==> config.mk <==
export PLATFORM = sky130hd
export DESIGN_NAME = gf180mcu_osu_sc_gp9t3v3__inv_pipe
export DESIGN_NICKNAME = d
export VERILOG_FILES = /design/src/rtl/gf180mcu_osu_sc_gp9t3v3__inv_pipe.sv
export SDC_FILE = /design/constraint.sdc
export NUM_CORES = 1
export LEC_CHECK = 0
export ABC_CLOCK_PERIOD_IN_PS = 2220
export CORE_ASPECT_RATIO = 1.4
export CORE_MARGIN = 5
export CORE_UTILIZATION = 48
export CTS_CLUSTER_DIAMETER = 100
export DETAILED_ROUTE_END_ITERATION = 12
export PLACE_DENSITY = 0.84
export SYNTH_ARGS = -nofsm -noshare
export SYNTH_HDL_FRONTEND = slang
export SYNTH_SLANG_ARGS = --single-unit
export TNS_END_PERCENT = 100
==> constraint.sdc <==
create_clock -name CLK -period 2.22 [get_ports CLK]
set_input_delay 0.333 -clock CLK [delete_from_list [all_inputs] [get_ports CLK]]
set_output_delay 0.333 -clock CLK [all_outputs]
set_load 0.005 [all_outputs]
==> src/rtl/gf180mcu_osu_sc_gp9t3v3__inv_pipe.sv <==
// Pipelined, polarity-programmable inverter bank with valid/ready backpressure.
// Words are XORed with the polarity mask on entry and leave DEPTH stages later.
module gf180mcu_osu_sc_gp9t3v3__inv_pipe #(
    parameter int unsigned      WIDTH     = 8,
    parameter int unsigned      DEPTH     = 2,
    parameter logic [WIDTH-1:0] POL_RESET = '1
) (
    input  logic                         CLK,
    input  logic                         RST,
    input  logic                         pol_wr,
    input  logic [WIDTH-1:0]             pol_data,
    output logic [WIDTH-1:0]             pol,
    input  logic                         in_valid,
    output logic                         in_ready,
    input  logic [WIDTH-1:0]             in_data,
    output logic                         out_valid,
    input  logic                         out_ready,
    output logic [WIDTH-1:0]             out_data,
    output logic [$clog2(DEPTH+1)-1:0]   occupancy
);

    logic [DEPTH-1:0] vld;
    logic [DEPTH-1:0] adv;
    logic [WIDTH-1:0] data [DEPTH];
    logic             accept;

    // Ready chain resolved from the output end backwards; a running term keeps
    // each bit a function of registers and out_ready only.
    always_comb begin
        logic run;
        adv = '0;
        run = vld[DEPTH-1] & out_ready;
        adv[DEPTH-1] = run;
        for (int unsigned i = 0; i + 1 < DEPTH; i++) begin
            run = vld[DEPTH-2-i] & (~vld[DEPTH-1-i] | run);
            adv[DEPTH-2-i] = run;
        end
    end

    assign in_ready  = ~vld[0] | adv[0];
    assign accept    = in_valid & in_ready;
    assign out_valid = vld[DEPTH-1];
    assign out_data  = data[DEPTH-1];

    always_comb begin
        int unsigned cnt;
        cnt = 0;
        for (int unsigned k = 0; k < DEPTH; k++) begin
            cnt += 32'(vld[k]);
        end
        occupancy = ($clog2(DEPTH+1))'(cnt);
    end

    always_ff @(posedge CLK) begin
        if (RST) begin
            vld <= '0;
            pol <= POL_RESET;
            for (int unsigned k = 0; k < DEPTH; k++) begin
                data[k] <= '0;
            end
        end else begin
            if (pol_wr) begin
                pol <= pol_data;
            end
            // Entry uses the mask as it stood before any same-cycle pol_wr.
            if (accept) begin
                data[0] <= in_data ^ pol;
            end
            vld[0] <= accept | (vld[0] & ~adv[0]);
            for (int unsigned k = 1; k < DEPTH; k++) begin
                if (adv[k-1]) begin
                    data[k] <= data[k-1];
                end
                vld[k] <= adv[k-1] | (vld[k] & ~adv[k]);
            end
        end
    end

endmodule
After elaboration in Yosys (flattened, before gate mapping)
Memory sizes are Yosys's and may differ from the RTL's.
Cells that the tools add are included.

operators by class
  multiplexer cells = 10
  bitwise logic cells = 16
  add/subtract/negate cells = 1

operators with widths
  cell         count
  $mux 8       2
  $mux 1       8
  $xor 8x8->8  1
  $or 1x1->1   6
  $and 1x1->1  5
  $not 1->1    4
  $add 1x1->2  1

storage, ports and cells
  logic and storage cells = 30
  input bits = 21
  flip-flop bits (word level) = 10
  memory bits (writable) = 16
  memories kept = 1

memories
  name  words  width  rd ports  clocked after Yosys merged registers in  wr ports  RTL line  source
  data  2      8      2         0                                        2         24        logic [WIDTH-1:0] data [DEPTH];

Logic depth before layout (Yosys ltp)
Gate-level depths: netlist (run 1).

  depth after elaboration = 9
  gate-level depth with buffers = 4
  depth with buffers taken out = 3

Least setup slack after synthesis (run 1)
Ideal clock, no wire load.

  kind = register to register
  start = reg vld[0]
  end = mem data[0][0] (enable)
  cell stages (with the launch flop) = 5
  buffers on the path = 1
  library setup time = 0.326 ns
  data arrival time = 0.951 ns
  setup slack = 0.944 ns
  cell sequence = dfxtp_1 > and3b_1 > buf_6 > inv_2 > a21o_1

RTL lines
  item                             RTL line  source
  start, declared                  22        logic [DEPTH-1:0] vld;
  start signal, assigned           69        vld[0] <= accept | (vld[0] & ~adv[0]);
  start signal, assigned by index  74        vld[k] <= adv[k-1] | (vld[k] & ~adv[k]);
  end, declared                    24

Final worst setup path (run 1)
  start = in out_ready
  end = out in_ready

on the way
  cells in the longest elaborated chain, start to end = 4

ends and longest elaborated chain
  item             RTL line  source
  start, declared  17        input logic out_ready,
  $and 1x1->1      32        run = vld[DEPTH-1] & out_ready;
  $or 1x1->1       35        run = vld[DEPTH-2-i] & (~vld[DEPTH-1-i] | run);
  $and 1x1->1      35
  $or 1x1->1       40        assign in_ready = ~vld[0] | adv[0];
  end, declared    14        output logic in_ready,

Every way passes these cells.

==> report_table.html, run 1 <==
<table>
<tr><th>Metric</th><th>Value</th></tr>
<tr><th colspan="2">Status</th></tr>
<tr><td>Result of the run</td><td>completed</td></tr>
<tr><th colspan="2">Route</th></tr>
<tr><td>DRT Pass-1 Iters</td><td>4</td></tr>
<tr><td>Detail-routed net length per standard cell</td><td>12.1 µm</td></tr>
<tr><td>Detail Route Antenna Nets</td><td>0</td></tr>
<tr><td>Detailed Route Iter0 Violations</td><td>7</td></tr>
<tr><td>DR vias</td><td>759</td></tr>
<tr><td>Vias per Instance</td><td>4.80</td></tr>
<tr><td>Routed Wire Length</td><td>1900 µm</td></tr>
<tr><td>Remaining routing DRC violations</td><td>0</td></tr>
<tr><th colspan="2">CTS</th></tr>
<tr><td>Resized Gates After CTS</td><td>0</td></tr>
<tr><td>Clock-pin slew on the worst setup and hold paths</td><td>130 ps</td></tr>
<tr><td>CTS tree</td><td>built</td></tr>
<tr><td>H-tree level count</td><td>1</td></tr>
<tr><td>Clock sink total</td><td>26</td></tr>
<tr><td>Number of buffers added for setup after CTS</td><td>0</td></tr>
<tr><td>Clk Latency, worst-skew pair</td><td>310 ps</td></tr>
<tr><td>Number of buffers created by CTS</td><td>3</td></tr>
<tr><td>Clock Tree Buf Depth</td><td>2</td></tr>
<tr><td>Number of hold-repair buffers added at the cts stage</td><td>0</td></tr>
<tr><td>Clock root buffer</td><td>sky130_fd_sc_hd__clkbuf_4</td></tr>
<tr><th colspan="2">Synthesis</th></tr>
<tr><td>Unique masters post-synth</td><td>21</td></tr>
<tr><td>Seq/Total Area, Yosys</td><td>56.4%</td></tr>
<tr><td>Post-synthesis cell area</td><td>1210 µm²</td></tr>
<tr><td>Number of register bits inferred by synthesis</td><td>26</td></tr>
<tr><td>Post-synthesis average cell area</td><td>13.4 µm²</td></tr>
<tr><td>Number of synthesized flops with an enable pin</td><td>16</td></tr>
<tr><td>Proportion of synthesized flip-flops having asynchronous set or reset</td><td>0%</td></tr>
<tr><td>Instance count of the mapped netlist</td><td>90</td></tr>
<tr><td>Post-synth top flop</td><td>sky130_fd_sc_hd__edfxtp_1</td></tr>
<tr><td>Number of warnings printed during yosys synthesis</td><td>0</td></tr>
<tr><td>Net Count, Synth</td><td>112</td></tr>
<tr><th colspan="2">STA</th></tr>
<tr><td>Min Tclk post-route</td><td>1900 ps</td></tr>
<tr><td>Largest clock skew in the final design</td><td>2.36 ps</td></tr>
<tr><td>Final setup violation count</td><td>0</td></tr>
<tr><td>Fin. max-slew vios</td><td>0</td></tr>
<tr><td>Final Hold Violating Endpoints</td><td>0</td></tr>
<tr><td>Final worst slack</td><td>319 ps</td></tr>
<tr><td>Transition time at the pin with the least slew margin</td><td>495 ps</td></tr>
<tr><td>Setup repair after global routing missed its margin</td><td>false</td></tr>
<tr><td>Headroom to the max-slew limit</td><td>66.9%</td></tr>
<tr><td>Final cycle utilization of the critical path</td><td>85.6%</td></tr>
<tr><td>Worst slack on hold paths</td><td>515 ps</td></tr>
<tr><td>Highest Clock Rate</td><td>526 MHz</td></tr>
<tr><td>Setup tns final</td><td>0 ps</td></tr>
<tr><th colspan="2">Floorplanning</th></tr>
<tr><td>Site row count</td><td>21</td></tr>
<tr><td>Die area</td><td>3630 µm²</td></tr>
<tr><td>Starting Density</td><td>49.9%</td></tr>
<tr><td>Die X</td><td>52.4 µm</td></tr>
<tr><td>Top-level I/O count</td><td>41</td></tr>
<tr><td>Placeable core area</td><td>2420 µm²</td></tr>
<tr><td>Die extent in y</td><td>69.3 µm</td></tr>
<tr><th colspan="2">Placed design</th></tr>
<tr><td>Detailed placement HPWL</td><td>1530 µm</td></tr>
<tr><td>Number of buffers added on ports</td><td>40</td></tr>
<tr><td>Pre-CTS setup slack</td><td>316 ps</td></tr>
<tr><td>GPL Wtd Cong</td><td>0.686</td></tr>
<tr><th colspan="2">Pwr</th></tr>
<tr><td>Total leakage power</td><td>0.585 nW</td></tr>
<tr><td>Final total power</td><td>935 µW</td></tr>
<tr><td>Worst vdd rail ir drop</td><td>0.455 mV</td></tr>
<tr><td>Power density over the cells</td><td>589 nW/µm²</td></tr>
<tr><th colspan="2">Cells and area</th></tr>
<tr><td>Number of fill cells in the layout</td><td>198</td></tr>
<tr><td>Number of nets in the layout</td><td>147</td></tr>
<tr><td>Number of inserted diodes</td><td>0</td></tr>
<tr><td>Layout cell share with drive strength beyond 1</td><td>15.3%</td></tr>
<tr><td>Final cell utilization of the core</td><td>65.7%</td></tr>
<tr><td>Synth-to-layout area growth</td><td>31.6%</td></tr>
<tr><th colspan="2">Worst setup path</th></tr>
<tr><td>Worst-path cell chain</td><td>clkdlybuf4s50_1 &gt; and3b_1 &gt; inv_2 &gt; clkdlybuf4s50_1</td></tr>
<tr><td>Endpoint kind of the worst setup timing path</td><td>primary output</td></tr>
<tr><td>CP startpoint kind</td><td>input port</td></tr>
<tr><td>Data required time at the worst endpoint</td><td>1890 ps</td></tr>
<tr><td>Critical path's largest stage delay</td><td>500 ps</td></tr>
<tr><td>Most frequent CP cell</td><td>sky130_fd_sc_hd__clkdlybuf4s50_1</td></tr>
<tr><td>Maximum fanout along the worst path</td><td>3</td></tr>
<tr><td>CP arrival</td><td>1570 ps</td></tr>
<tr><td>Worst path slowest cell</td><td>sky130_fd_sc_hd__clkdlybuf4s50_1</td></tr>
<tr><td>Category of the critical setup timing path</td><td>in2out</td></tr>
<tr><th colspan="2">GRT</th></tr>
<tr><td>Vias in the first global route</td><td>796</td></tr>
<tr><td>Global-route wire length before repair</td><td>3190 µm</td></tr>
<tr><td>Largest net degree at the start of global routing</td><td>17</td></tr>
<tr><td>Initial antenna violation count</td><td>0</td></tr>
<tr><td>Residual overflow from global routing</td><td>0</td></tr>
<tr><td>Aggregate global-route resource usage</td><td>11.3%</td></tr>
<tr><th colspan="2">Hold path</th></tr>
<tr><td>Worst hold path class</td><td>reg2reg</td></tr>
<tr><th colspan="2">Job</th></tr>
<tr><td>Max-cap check violation count</td><td>0</td></tr>
</table>
## through the flow
step	std cells	area, µm²
3_5_place_dp	154	1560
5_1_grt	158	1590
2_1_floorplan	90	1210
6_report	158	1590
4_1_cts	158	1590
3_3_place_gp	154	1560
## report_power, final
| group | switching, mW | internal [mW] |
|---|---|---|
| sequential | 0.0163 | 0.554 |
| combinational | 0.0596 | 0.112 |
| clock | 0.128 | 0.0657 |
| total | 0.204 | 0.732 |
## cells in the final DEF, fill, tap and decap left out, types with 3 or more instances in the layout
master,n
sky130_fd_sc_hd__clkbuf_4,3
sky130_fd_sc_hd__nor3_2,8
sky130_fd_sc_hd__dfxtp_1,10
sky130_fd_sc_hd__edfxtp_1,16
sky130_fd_sc_hd__nor3b_1,6
sky130_fd_sc_hd__xnor2_1,8
sky130_fd_sc_hd__buf_4,3
sky130_fd_sc_hd__clkdlybuf4s50_1,40
sky130_fd_sc_hd__nor2b_1,8
sky130_fd_sc_hd__a211o_1,8
## layout make-up
| class | instances | area [µm²] | share of cell area (%) |
|---|---|---|---|
| clock buffer | 3 | 22.5 | 1.42 |
| timing repair buffer | 43 | 423 | 26.6 |
| inverter | 3 | 11.3 | 0.709 |
| multi-input combinational | 48 | 405 | 25.5 |
| sequential | 26 | 681 | 42.8 |
| clock inverter | 1 | 3.75 | 0.236 |
| tap | 34 | 42.5 | 2.68 |
## final timing paths
| path | startpoint | slack [ps] | cells after the start | end |
|---|---|---|---|---|
| hold / removal | vld[0] | 510 | 2 | vld[1] |
| setup reg to reg | vld[0] | 960 | 3 | data[0][4] |
| hold reg to reg | vld[0] | 510 | 2 | vld[1] |
| setup / recovery | out_ready | 320 | 4 | in_ready |
## synth_stat cells (2+ instances only)
cell type	n	share of area, %
sky130_fd_sc_hd__nor3b_2	2	2.1
sky130_fd_sc_hd__inv_1	2	0.62
sky130_fd_sc_hd__edfxtp_1	16	40
sky130_fd_sc_hd__nor2b_1	8	4.1
sky130_fd_sc_hd__dfxtp_1	10	17
sky130_fd_sc_hd__xnor2_1	8	5.8
sky130_fd_sc_hd__nor3_2	8	6.6
sky130_fd_sc_hd__a21oi_1	2	0.83
sky130_fd_sc_hd__buf_4	10	6.2
sky130_fd_sc_hd__a211o_1	8	5.8
sky130_fd_sc_hd__nor3b_1	6	3.7
## routing by layer
layer | vias to the layer above | global-route usage [%] | routed length, µm
li1 | 378 | - | -
met1 | 343 | 12.8 | 731
met2 | 34 | 19.2 | 995
met3 | 4 | 2.80 | 142
met4 | 0 | 5.11 | 35
met5 | - | 0 | 0
## sequential cells by signal, summed over array words and instances (netlist names)
register,cells
data,16
vld,2
pol,8
## worst max-delay path, delay by kind of cell
| kind | cells | cell delay (ps) |
|---|---|---|
| and+or+nand+nor | 1 | 200 |
| buffers and inverters | 3 | 1040 |
## cell families after synthesis
group / Yosys count / share of synthesized area, %
buffers and inverters: 16 / 10.1
XOR/XNOR: 8 / 5.80
flip-flops: 26 / 56.4
AND/OR/NAND/NOR: 26 / 17.8
adder cells (fa/ha/maj): 1 / 1.04
AO/OA/AOI/OAI: 13 / 8.91
Note: power is estimated with default switching activity, not from simulation.
==> inputs of run 2 (changes only) <==
--- a/config.mk
+++ b/config.mk
@@ -12,6 +12,7 @@
 export CTS_CLUSTER_DIAMETER = 100
 export DETAILED_ROUTE_END_ITERATION = 12
 export PLACE_DENSITY = 0.84
+export SKIP_CTS_REPAIR_TIMING = 1
 export SYNTH_ARGS = -nofsm -noshare
 export SYNTH_HDL_FRONTEND = slang
 export SYNTH_SLANG_ARGS = --single-unit
==> results of run 2 <==
No change in the layout: final DEF, timing and power equal those of run 1.
